File: src/rtl/cmp_seq_ctrl_pkg.sv
// Shared constants for the sliced magnitude-compare sequencer:
// state encodings, slice width and the {gt,eq,lt} flag encodings.
package cmp_seq_pkg;

  localparam int SLICE_W = 2;

  localparam logic [0:0] IDLE = 1'b0;
  localparam logic [0:0] RUN  = 1'b1;

  localparam logic [2:0] GT = 3'b100;
  localparam logic [2:0] EQ = 3'b010;
  localparam logic [2:0] LT = 3'b001;

endpackage

File: src/rtl/cmp_seq_ctrl_comparator.sv
// Existing 2-bit unsigned magnitude comparator, shared by the sequencer.
module comparator (
  input  logic [1:0] A,
  input  logic [1:0] B,
  output logic       A_gt_B,
  output logic       A_eq_B,
  output logic       A_lt_B
);

  assign A_gt_B = (A > B);
  assign A_eq_B = (A == B);
  assign A_lt_B = (A < B);

endmodule

File: src/rtl/cmp_seq_ctrl.sv
// Wide unsigned compare done one 2-bit slice per clock, MSB slice first,
// stopping at the first unequal slice; one shared 2-bit comparator.
module cmp_seq_ctrl
  import cmp_seq_pkg::*;
#(
  parameter int WIDTH = 8
) (
  input  logic             clk,
  input  logic             rst_n,
  input  logic             start,
  input  logic             abort,
  input  logic [WIDTH-1:0] a,
  input  logic [WIDTH-1:0] b,
  output logic             busy,
  output logic             done,
  output logic             a_gt_b,
  output logic             a_eq_b,
  output logic             a_lt_b
);

  localparam int NSLICE = WIDTH / 2;
  localparam int IDXW   = (NSLICE > 1) ? $clog2(NSLICE) : 1;

  generate
    if ((WIDTH % 2) != 0 || WIDTH < 2) begin : g_bad_width
      $error("cmp_seq_ctrl: WIDTH must be even and >= 2");
    end
  endgenerate

  logic [0:0]       state;
  logic [WIDTH-1:0] opa;
  logic [WIDTH-1:0] opb;
  logic [IDXW-1:0]  idx;
  logic [2:0]       flags;

  logic [WIDTH-1:0] opa_shift;
  logic [WIDTH-1:0] opb_shift;
  logic [1:0]       slice_a;
  logic [1:0]       slice_b;
  logic             slice_gt;
  logic             slice_eq;
  logic             slice_lt;

  // Shift the current slice down to bit 0 instead of a variable part-select.
  assign opa_shift = opa >> {idx, 1'b0};
  assign opb_shift = opb >> {idx, 1'b0};
  assign slice_a   = opa_shift[SLICE_W-1:0];
  assign slice_b   = opb_shift[SLICE_W-1:0];

  comparator u_comparator (
    .A      (slice_a),
    .B      (slice_b),
    .A_gt_B (slice_gt),
    .A_eq_B (slice_eq),
    .A_lt_B (slice_lt)
  );

  assign busy   = (state == RUN);
  assign a_gt_b = flags[2];
  assign a_eq_b = flags[1];
  assign a_lt_b = flags[0];

  always_ff @(posedge clk or negedge rst_n) begin
    if (!rst_n) begin
      state <= IDLE;
      opa   <= '0;
      opb   <= '0;
      idx   <= '0;
      flags <= '0;
      done  <= 1'b0;
    end else begin
      done <= 1'b0;
      case (state)
        IDLE: begin
          if (start) begin
            opa   <= a;
            opb   <= b;
            idx   <= IDXW'(NSLICE - 1);
            state <= RUN;
          end
        end
        RUN: begin
          // Abort wins over completion and leaves the previous flags intact.
          if (abort) begin
            state <= IDLE;
          end else if (!slice_eq) begin
            flags <= {slice_gt, slice_eq, slice_lt};
            done  <= 1'b1;
            state <= IDLE;
          end else if (idx == '0) begin
            flags <= EQ;
            done  <= 1'b1;
            state <= IDLE;
          end else begin
            idx <= idx - 1'b1;
          end
        end
        default: state <= IDLE;
      endcase
    end
  end

endmodule

File: config.mk
export PLATFORM = sky130hd
export DESIGN_NAME = cmp_seq_ctrl
export DESIGN_NICKNAME = d
export VERILOG_FILES = /design/src/rtl/cmp_seq_ctrl_pkg.sv /design/src/rtl/cmp_seq_ctrl_comparator.sv /design/src/rtl/cmp_seq_ctrl.sv
export SDC_FILE = /design/constraint.sdc
export NUM_CORES = 1
export LEC_CHECK = 0
export CAP_MARGIN = 25
export CORE_ASPECT_RATIO = 1.25
export CORE_MARGIN = 5
export CORE_UTILIZATION = 40
export DETAILED_ROUTE_END_ITERATION = 8
export GPL_TIMING_DRIVEN = 0
export PLACE_DENSITY = 0.69
export SLEW_MARGIN = 20
export SYNTH_ARGS = -nofsm -noshare
export SYNTH_HDL_FRONTEND = slang
export SYNTH_SLANG_ARGS = --single-unit
File: constraint.sdc
create_clock -name clk -period 1.95 [get_ports clk]
set_input_delay 0.2925 -clock clk [delete_from_list [all_inputs] [get_ports clk]]
set_output_delay 0.2925 -clock clk [all_outputs]
set_load 0.005 [all_outputs]
==> reports/metrics.cfg, run 1 <==
[outcome]
status = finished, final reports clean

[die]
core.rowCount = 21
io_pins = 25
start_util = 0.409
dieHeight_um = 67.9
core_area_um2 = 2630
die_area_um2 = 3830
die_w_um = 56.3

[final_layout]
syn2layout_area_growth_pct = 34.7
multi_input_area_um2 = 480
diodes = 0
fin_cells = 135
finalCoreUtilization = 0.550
fin_nets = 125
regArea_um2 = 576
final_cell_mix = 23 x dfrtp_1, 23 x clkdlybuf4s50_1, 9 x mux2_2
fin_area_um2 = 1450
layout-drive-gt1-share = 0.347
fill_cells = 225

[setup_path]
startpoint_type = flip-flop
arrival_ns = 2.14
slowest_stage = mux4_2
reg2reg_slack_ns = 0.05
max_stage_delay_ns = 0.53
end_kind = flip-flop
crit_end = idx[1]
worstPathMaxFanout = 6
required_ns = 2.19
timing.rr.start = idx[0]
reg2reg_depth = 6
crit_chain = buf_6, mux4_2, ha_4, nand2_4, nor3b_4, mux2i_1
r2r_end = idx[1]
crit_type = reg2reg
crit_start = idx[0]

[clock_tree]
clk_path_buf_depth = 2
cts_made_buffers = 3
tritoncts = done
path_clk_slew_ns = 0.13
cts-root-buf = clkbuf_4
h-tree-depth = 1
clk_latency_ns = 0.31
clock_sinks = 23

[sta]
whs_ns = 0.480
final_max_slew_viol_count = 0
fin_crit_ns = 1.90
maxSlewHeadroom = 0.644
setup_viol = 0
fin_tns_setup_ns = 0
finalHoldViolations = 0
rsz0062_at_grt = yes
fin_skew_ns = 0.00658
fin_crit_sh = 0.977
clock.fmax_mhz = 525
worstMarginPinSlew_ns = 0.534

[route]
drt_first_pass_iters = 4
vias_per_cell = 4.88
detail_route.wl_per_cell_um = 14.2
drt_iter0_markers = 18
num_vias = 659
antenna_left = 0
routed_wirelength_um = 1920
drc = 0

[pwr]
swShare = 0.310
power_frac_comb = 0.495
p_leak_uw = 0.000636
peakVddDrop_uv = 692
pwr-share-clk = 0.110
switchingPower_uw = 615
power_density_nw_per_um2 = 1370
p_int_uw = 1370
seqPwrFrac = 0.395

[grt]
overflow = 0
first_global_vias = 693
antenna_found_initial = 0
grt_pass1_wl_um = 3380
grt_max_degree = 24
grt_usage = 0.116

[synth]
syn_area_per_cell_um2 = 15.3
syn_nets = 93
synthCells = 70
ys_types = 20
ys_seq_area_frac = 0.536
synth-seq-cells = 23
yosys_warnings = 0
netlist_area_um2 = 1070

[place]
placed_area_um2 = 1360
place.gp.congestion = 0.755
dp_hpwl_um = 1410
io_buffer_count = 24
placedCellCount = 128

[job]
max_cap_violations = 0

[worst_hold_path]
min_path_type = in2async

==> power by group through the flow <==
| stage | combinational (uW) | sequential (uW) | clock (uW) |
|---|---|---|---|
| 2_1_floorplan | 565 | 770 | 0 |
| 3_3_place_gp | 781 | 789 | 0 |
| 3_5_place_dp | 794 | 798 | 0 |
| 4_1_cts | 946 | 787 | 225 |
| 5_1_grt | 1100 | 809 | 249 |
| 6_report | 984 | 784 | 218 |
==> worst min-delay path by stage <==
| stage | from | end | slack, ns | cells past startpoint |
|---|---|---|---|---|
| global route | flags[1] | flags[1] | 0.52 | 1 |
| CTS | flags[1] | flags[1] | 0.51 | 1 |
| floorplan | rst_n | busy | -0.003 | 0 |
| finish | rst_n | flags[0] | 0.48 | 2 |
| detailed placement | flags[1] | flags[1] | 0.48 | 1 |
| global placement | flags[1] | flags[1] | 0.47 | 1 |
==> worst max-delay path, delay by kind of cell (launching register included) <==
kind          cells  cell delay (ns)
simple gates      2             0.31
fa+ha+maj         1             0.30
flops             1             0.36
buf+inv           1             0.13
mux               2             0.74
==> area by class of cell <==
cell class	instances	area share
clock buffer	3	0.0156
tap	34	0.0294
sequential	23	0.398
inverter	6	0.0156
buffer	3	0.0260
timing repair buffer	27	0.180
multi-input combinational	38	0.332
clock inverter	1	0.00346
==> synth_stat cells <==
cell       number  area [um2]
mux2_4          7         105
inv_1           6        22.5
dfrtp_1        23         576
o21ai_1         1        5.00
ha_1            3        37.5
a32o_1          1        10.0
or2_1           1        6.26
buf_8           1        15.0
nand2_1         2        7.51
buf_6           2        22.5
nor2b_1         1        6.26
nor3b_2         1        12.5
mux2i_1         2        20.0
mux2_2          9         101
nor2_1          2        7.51
and2b_1         1        7.51
mux4_2          4        90.1
a21oi_1         1        5.00
o21a_1          1        7.51
o2bb2ai_1       1        8.76
==> kinds of logic (layout without fill, tap and decap cells) <==
logic type | Yosys count | after routing | synth area share
buf+inv | 9 | 40 | 0.0559
mux | 22 | 22 | 0.295
compound gates | 5 | 5 | 0.0338
simple gates | 8 | 8 | 0.0443
flops | 23 | 23 | 0.536
fa+ha+maj | 3 | 3 | 0.0350
==> metal layers <==
metal | routed length, um | up-vias | part of all wire | track usage
li1 | - | 312 | - | -
met1 | 845 | 327 | 0.44 | 0.144
met2 | 953 | 18 | 0.50 | 0.196
met3 | 104 | 2 | 0.054 | 0.0264
met4 | 14 | 0 | 0.0073 | 0.0534
met5 | 0 | - | 0 | 0
==> sequential cells by signal (all words and copies together) (netlist names) <==
| signal | cells |
|---|---|
| busy | 1 |
| done | 1 |
| flags | 3 |
| idx | 2 |
| opa | 8 |
| opb | 8 |
==> per-stage QoR <==
step	total power [uW]	worst slack [ns]
after floorplan	1330	0.0804
after global placement	1570	-0.0388
after detailed placement	1590	-0.0671
after CTS	1960	0.0134
after global routing	2160	-0.0636
final	1990	0.0451
==> what timing repair did <==
| action | in CTS | in global routing |
|---|---|---|
| endpoints found under the setup margin | 4 | 3 |
| cloned | 0 | 0 |
| hold buffers | 0 | 1 |
| pin swaps | 2 | 0 |
| setup buffers | 0 | 2 |
| resized for setup | 6 | 0 |
| hold endpoints to repair | 0 | 23 |
Note: power is estimated with default switching activity, not from simulation.
==> run 2: changes to the inputs <==
--- a/config.mk
+++ b/config.mk
@@ -12,6 +12,7 @@
 export DETAILED_ROUTE_END_ITERATION = 8
 export GPL_TIMING_DRIVEN = 0
 export PLACE_DENSITY = 0.69
+export REMOVE_ABC_BUFFERS = 1
 export SLEW_MARGIN = 20
 export SYNTH_ARGS = -nofsm -noshare
 export SYNTH_HDL_FRONTEND = slang
==> reports/metrics.cfg, run 2 (synthesis gave the netlist of run 1 again) <==
[outcome]
status = complete, but fails checks
violations = setup timing

[die]
dieHeight_um = 67.9
core_area_um2 = 2630
core.rowCount = 21
die_area_um2 = 3830
die_w_um = 56.3
start_util = 0.409
io_pins = 25

[setup_path]
startpoint_type = flip-flop
arrival_ns = 2.23
timing.rr.start = idx[0]
required_ns = 2.19
end_kind = flip-flop
worstPathMaxFanout = 7
crit_start = idx[0]
reg2reg_depth = 5
crit_type = reg2reg

[clock_tree]
path_clk_slew_ns = 0.13
cts_made_buffers = 3
clk_latency_ns = 0.31
h-tree-depth = 1
clk_path_buf_depth = 2
cts-root-buf = clkbuf_4
tritoncts = done
clock_sinks = 23

[pwr]
peakVddDrop_uv = 761
power_density_nw_per_um2 = 1450
p_leak_uw = 0.000626

[route]
drc = 0
num_vias = 660
routed_wirelength_um = 1950
drt_iter0_markers = 2
antenna_left = 0
drt_first_pass_iters = 3
detail_route.wl_per_cell_um = 14.5
vias_per_cell = 4.93

[sta]
fin_skew_ns = 0.00759
setup_ws_ns = -0.0352
setup_viol = 3
fin_crit_ns = 1.99
fin_crit_sh = 1.02
fin_tns_setup_ns = -0.0690
final_max_slew_viol_count = 0
maxSlewHeadroom = 0.519
clock.fmax_mhz = 504
rsz0062_at_grt = yes
finalHoldViolations = 0
worstMarginPinSlew_ns = 0.719

[final_layout]
final_common_cell = clkdlybuf4s50_1
regArea_um2 = 577
fin_nets = 124
fill_cells = 239
layout-drive-gt1-share = 0.390
final_cell_mix = 23 x clkdlybuf4s50_1, 22 x dfrtp_1, 9 x mux2_2
syn2layout_area_growth_pct = 33.6
diodes = 0
multi_input_area_um2 = 485
top_regs = opa x8, opb x8, flags x3
fin_area_um2 = 1430

[place]
dp_hpwl_um = 1430
placed_area_um2 = 1330
place.gp.congestion = 0.743
pre_cts_ws_ns = -0.209
io_buffer_count = 24

[job]
max_cap_violations = 0

[grt]
grt_pass1_wl_um = 3250
grt_max_degree = 24
overflow = 0
first_global_vias = 743
grt_usage = 0.113
antenna_found_initial = 0

[worst_hold_path]
min_path_type = in2async

## run 2: routing by layer
metal  global-route usage  routed length [um]
met2                0.218                1070
met3               0.0264                  93
met4               0.0445                  19
met5                    0                   0
met1                0.119                 765
## run 2: worst paths after layout
| check | endpoint | slack [ns] |
|---|---|---|
| max reg2reg | idx[1] | -0.04 |
| min | opa[0] | 0.45 |
| max | idx[1] | -0.04 |
| min reg2reg | flags[1] | 0.50 |
| max in group asynchronous | idx[0] | 1.14 |
| min in group clk | flags[1] | 0.50 |
## run 2: timing repair
item,CTS,global route
gates cloned,0,0
hold buffers,0,1
gates resized for setup,7,3
setup endpoints to repair,7,5
setup buffers,2,1
pin swaps,3,1
hold endpoints to repair,0,23
## run 2: report_power, final
part           internal (uW)  total, uW  leakage [uW]  switching, uW
combinational            662       1060      0.000341            395
clock                   76.7        218     0.0000177            142
sequential               679        802      0.000267            124
## run 2: cell type report
cell class / count / area share
Clock buffer: 3 / 0.0157
Clock inverter: 1 / 0.00349
Inverter: 6 / 0.0157
Multi-Input combinational cell: 38 / 0.339
Sequential cell: 23 / 0.402
Tap cell: 34 / 0.0297
Timing Repair Buffer: 29 / 0.195
## run 2: through the flow
step           utilization  hold slack, ns  total power, uW  std cells
2_1_floorplan            -        -0.00309             1300         67
3_3_place_gp         0.502           0.475             1530        125
3_5_place_dp         0.507           0.480             1580        126
4_1_cts              0.540           0.511             2030        132
5_1_grt              0.546           0.511             2210        134
6_report             0.546           0.454             2080        134
## run 2: worst max-delay path: stages, from the launching register on
cell and delay, ns:
dfrtp_2 0.50, mux4_2 0.57, ha_4 0.31, nand2_4 0.07, nor3b_4 0.27, mux2i_1 0.21
==> run 3: changes to the inputs <==
--- a/config.mk
+++ b/config.mk
@@ -8,10 +8,10 @@
 export CAP_MARGIN = 25
 export CORE_ASPECT_RATIO = 1.25
 export CORE_MARGIN = 5
-export CORE_UTILIZATION = 40
+export CORE_UTILIZATION = 43
 export DETAILED_ROUTE_END_ITERATION = 8
 export GPL_TIMING_DRIVEN = 0
-export PLACE_DENSITY = 0.69
+export PLACE_DENSITY = 0.73
 export REMOVE_ABC_BUFFERS = 1
 export SLEW_MARGIN = 20
 export SYNTH_ARGS = -nofsm -noshare
==> reports/metrics.cfg, run 3 (synthesis gave the netlist of run 1 again) <==
[place]
pre_cts_ws_ns = -0.203
placed_area_um2 = 1340
io_buffer_count = 24
placedCellCount = 125
place.gp.congestion = 0.719
dp_hpwl_um = 1310

[pwr]
pwr-share-clk = 0.112
power_density_nw_per_um2 = 1360
p_leak_uw = 0.000629
seqPwrFrac = 0.410
p_int_uw = 1340
switchingPower_uw = 597
peakVddDrop_uv = 772
swShare = 0.308
power_frac_comb = 0.478

[sta]
fin_tns_setup_ns = 0
setup_viol = 0
clock.fmax_mhz = 517
finalHoldViolations = 0
worstMarginPinSlew_ns = 0.499
fin_skew_ns = 0.00405
fin_crit_sh = 0.993
maxSlewHeadroom = 0.667
final_max_slew_viol_count = 0
setup_ws_ns = 0.0146
rsz0062_at_grt = yes
fin_crit_ns = 1.94

[route]
detail_route.wl_per_cell_um = 13.2
num_vias = 644
antenna_left = 0
routed_wirelength_um = 1750
drt_first_pass_iters = 2
vias_per_cell = 4.84
drt_iter0_markers = 4
drc = 0

[die]
core_area_um2 = 2430
dieHeight_um = 65.9
start_util = 0.442
die_w_um = 54.7
die_area_um2 = 3600
core.rowCount = 20
io_pins = 25

[setup_path]
startpoint_type = flip-flop
arrival_ns = 2.18
slowest_stage = mux4_2
end_kind = flip-flop
crit_chain = mux4_2, ha_4, nand2_4, nor3b_4, mux2i_1
crit_type = reg2reg
worstPathMaxFanout = 6
required_ns = 2.19
max_stage_delay_ns = 0.57

[clock_tree]
clock_sinks = 23
path_clk_slew_ns = 0.12
cts-root-buf = clkbuf_4
clk_latency_ns = 0.31
cts_made_buffers = 3
tritoncts = done
clk_path_buf_depth = 2
h-tree-depth = 1

[final_layout]
fin_nets = 124
final_cell_mix = 23 x clkdlybuf4s50_1, 22 x dfrtp_1, 9 x mux2_2
diodes = 0
fin_cells = 133
layout-drive-gt1-share = 0.360
fill_cells = 214
syn2layout_area_growth_pct = 32.8
final_common_cell = clkdlybuf4s50_1
fin_area_um2 = 1430
finalCoreUtilization = 0.587
top_regs = opa x8, opb x8, flags x3

[grt]
gr-usage-met2 = 0.198
first_global_vias = 767
antenna_found_initial = 0
overflow = 0
grt_pass1_wl_um = 3040
grt_usage = 0.115
grt.busiest_layer = met2
use_met3 = 0.0203
grtUsageMet1 = 0.136
grt_max_degree = 24

[worst_hold_path]
min_path_type = in2async

[job]
max_cap_violations = 0

[outcome]
status = finished, final reports clean

run 3: power groups by stage:
stage,Sequential (uW),Clock (uW),Combinational [uW]
6_report,797,217,928
5_1_grt,829,252,1010
4_1_cts,800,226,889
3_5_place_dp,812,0,754
3_3_place_gp,802,0,722
2_1_floorplan,778,0,521
run 3: repair_timing:
action,4_1_cts,5_1_grt
setup buffers,2,1
pin swaps,2,1
gates cloned,0,0
endpoints found under the hold margin,0,23
hold buffers,0,1
gates resized for setup,7,1
setup endpoints to repair,7,4
run 3: per-stage QoR:
| stage | total power (uW) | hold slack [ns] |
|---|---|---|
| after CTS | 1910 | 0.507 |
| after floorplan | 1300 | -0.00309 |
| after global routing | 2090 | 0.496 |
| final | 1940 | 0.466 |
| after global placement | 1520 | 0.472 |
| after detailed placement | 1570 | 0.475 |
run 3: layer usage:
metal | part of all wire | wire length (um) | up-vias
li1 | - | - | 309
met1 | 0.43 | 755 | 316
met2 | 0.52 | 901 | 17
met3 | 0.041 | 72 | 2
met4 | 0.011 | 20 | 0
met5 | 0 | 0 | -
run 3: layout make-up:
cell class	instances	area [um2]	area share
clock inverters	1	5.00	0.00351
inverters	6	22.5	0.0158
repair buffers	29	287	0.201
multi-input cells	38	470	0.330
flip-flops and latches	23	577	0.405
well taps	33	41.3	0.0290
clock buffers	3	22.5	0.0158
run 3: path summary, 6_finish.rpt:
check                          from        to  slack, ns  cells past startpoint
max in group asynchronous     rst_n    idx[0]       1.12                      2
setup reg to reg             idx[0]    idx[0]       0.01                      5
setup / recovery             idx[0]    idx[0]       0.01                      5
hold / removal                rst_n    opb[3]       0.47                      2
hold reg to reg            flags[2]  flags[2]       0.50                      1
min in group clk           flags[2]  flags[2]       0.50                      1
run 3: worst max-delay path, delay by kind of cell, from the launching register on:
kind | cells | cell delay (ns)
multiplexers | 2 | 0.77
flip-flops | 1 | 0.48
adder cells (fa/ha/maj) | 1 | 0.31
AND/OR/NAND/NOR | 2 | 0.30
==> edit: new RTL, flow settings as in run 1 <==
Register the inputs `start`, `abort`, `a` and `b` before use, cleared by the reset. The logic sees them one clock later.
--- a/src/rtl/cmp_seq_ctrl.sv
+++ b/src/rtl/cmp_seq_ctrl.sv
@@ -21,4 +21,23 @@
   localparam int NSLICE = WIDTH / 2;
   localparam int IDXW   = (NSLICE > 1) ? $clog2(NSLICE) : 1;
+
+  logic start_q;
+  logic abort_q;
+  logic [WIDTH-1:0] a_q;
+  logic [WIDTH-1:0] b_q;
+
+  always_ff @(posedge clk or negedge rst_n) begin
+    if (!rst_n) begin
+      start_q <= '0;
+      abort_q <= '0;
+      a_q     <= '0;
+      b_q     <= '0;
+    end else begin
+      start_q <= start;
+      abort_q <= abort;
+      a_q     <= a;
+      b_q     <= b;
+    end
+  end
 
   generate
@@ -73,7 +92,7 @@
       case (state)
         IDLE: begin
-          if (start) begin
-            opa   <= a;
-            opb   <= b;
+          if (start_q) begin
+            opa   <= a_q;
+            opb   <= b_q;
             idx   <= IDXW'(NSLICE - 1);
             state <= RUN;
@@ -82,5 +101,5 @@
         RUN: begin
           // Abort wins over completion and leaves the previous flags intact.
-          if (abort) begin
+          if (abort_q) begin
             state <= IDLE;
           end else if (!slice_eq) begin
Check against the original RTL: not equivalent (a bounded check fails within 4 cycles, from zero or initial values and one cycle with rst_n low).
==> edit against run 1 <==
  * The flow now finishes with violations (setup timing)
  * Sequential cell count grew 18
  * Wire length up 24%
  * Synthesized area is 45% higher
  * Die area grew 37%
  * Critical path depth unchanged
  * Total power increased by 42%
  * Worst setup slack got worse by 0.093 ns
  * Final area grew 39%
  * Critical endpoint is now flags[0]
  * Largest power group is now sequential cells
==> edit: results (changes against run 1) <==
| Metric | Value |
|---|---|
| Post-DP HPWL | 1700 um (was 1410 um) |
| Relative slew margins | 76.0% (was 64.4%) |
| DP Cell Count | 169 (was 128) |
| First-pass GRT wire length | 4410 um (was 3380 um) |
| Worst hold slack | 0.436 ns (was 0.480 ns) |
| Slowest CP cell | mux4_2 (unchanged) |
| Routed WL | 2380 um (was 1920 um) |
| Hold WC Path Type | in2reg (was in2async) |
| Number of global-route vias before repair | 921 (was 693) |
| FILL cells | 300 (was 225) |
| Synth Instances | 90 (was 70) |
| Detail Route met3 WL | 118 um (was 104 um) |
| Status | complete, but fails checks (was finished, final reports clean) |
| Syn Nets | 113 (was 93) |
| Largest cells by area after synthesis | dfrtp_1, mux2_4, mux2_2 (unchanged) |
| Total number of vias | 806 (was 659) |
| Max IR drop VDD | 637 uV (was 692 uV) |
| Root buf cell | clkbuf_8 (was clkbuf_4) |
| Sequential share of the synthesized area | 65.9% (was 53.6%) |
| Fraction of layout cells with a size suffix above 1 | 31.0% (was 34.7%) |
| H-tree depth | 2 (was 1) |
| Later-pin clock latency in the skew report | 0.29 ns (was 0.31 ns) |
| Clk slew on worst S/H paths | 0.07 ns (was 0.13 ns) |
| Final setup TNS | -0.0478 ns (was 0 ns) |
| Worst Path Arrival | 2.17 ns (was 2.14 ns) |
| CP Max Fanout | 5 (was 6) |
| Fin worst setup slack | -0.0478 ns (was 0.0451 ns) |
| Worst Skew | 0.00639 ns (was 0.00658 ns) |
| Failing checks | setup timing |
| Pre-CTS WS | -0.0835 ns (was -0.0671 ns) |
| # setup viols final | 1 (was 0) |
| GRT Util Overall | 11.5% (was 11.6%) |
| Area after DPL | 1890 um^2 (was 1360 um^2) |
| WL met2 | 1240 um (was 953 um) |
| Routability cong. | 0.742 (was 0.755) |
| Number of CTS-inserted buffers | 5 (was 3) |
| Pin count of the biggest net entering global routing | 28 (was 24) |
| Finished Layout Cells | 180 (was 135) |
| Final nets | 148 (was 125) |
| Synth cell count leaders | dfrtp_1, mux2_2, mux2_4 (unchanged) |
| Leakage | 0.000879 uW (was 0.000636 uW) |
| First DRT Iteration DRCs | 29 (was 18) |
edit: cell type report:
class                   count  area, um^2  share of cell area, %
well taps                  54        67.6                   3.35
flip-flops and latches     41        1030                   50.9
repair buffers             28         280                   13.9
multi-input cells          41         508                   25.2
clock buffers               8        80.1                   3.98
plain buffers               3        33.8                   1.68
inverters                   5        18.8                  0.932
edit: repair_timing:
action	in CTS	in global routing
gates cloned	0	0
hold buffers	1	0
gates resized for setup	2	0
setup buffers	2	0
setup endpoints to repair	3	3
endpoints found under the hold margin	14	0
pin swaps	1	0
edit: cells by family (layout without fill, tap and decap cells):
group | Yosys count | count (layout) | synth area share (%)
flops | 41 | 41 | 65.9
compound gates | 6 | 6 | 2.73
mux | 23 | 23 | 21.3
fa+ha+maj | 3 | 3 | 2.41
simple gates | 9 | 9 | 4.26
buf+inv | 8 | 44 | 3.38
edit: power by group:
part / internal [uW] / total (uW) / leakage [uW] / switching [uW]
Clock: 254 / 513 / 0.0000395 / 259
Combinational: 696 / 1130 / 0.000361 / 429
Sequential: 1070 / 1180 / 0.000479 / 112
Total: 2020 / 2820 / 0.000879 / 799
edit: per-layer routing:
layer  vias up  GRT usage [%]
met5         -              0
met4         0           6.22
met1       405           13.9
met2        18           17.6
li1        377              -
met3         6           4.23
edit: worst reg2reg max path, delay by kind of cell (launching register included):
kind | cells | cell delay (ns)
compound gates | 1 | 0.20
fa+ha+maj | 1 | 0.31
buf+inv | 1 | 0.14
flops | 1 | 0.35
mux | 2 | 0.84
simple gates | 1 | 0.06
edit: final timing paths:
check,startpoint,endpoint,cells after the start
min,start,start_q,1
min in group asynchronous,rst_n,busy,2
min reg2reg,b_q[2],opb[2],1
max in group asynchronous,rst_n,opa[0],3
max,idx[0],flags[0],6
max reg2reg,idx[0],flags[0],6
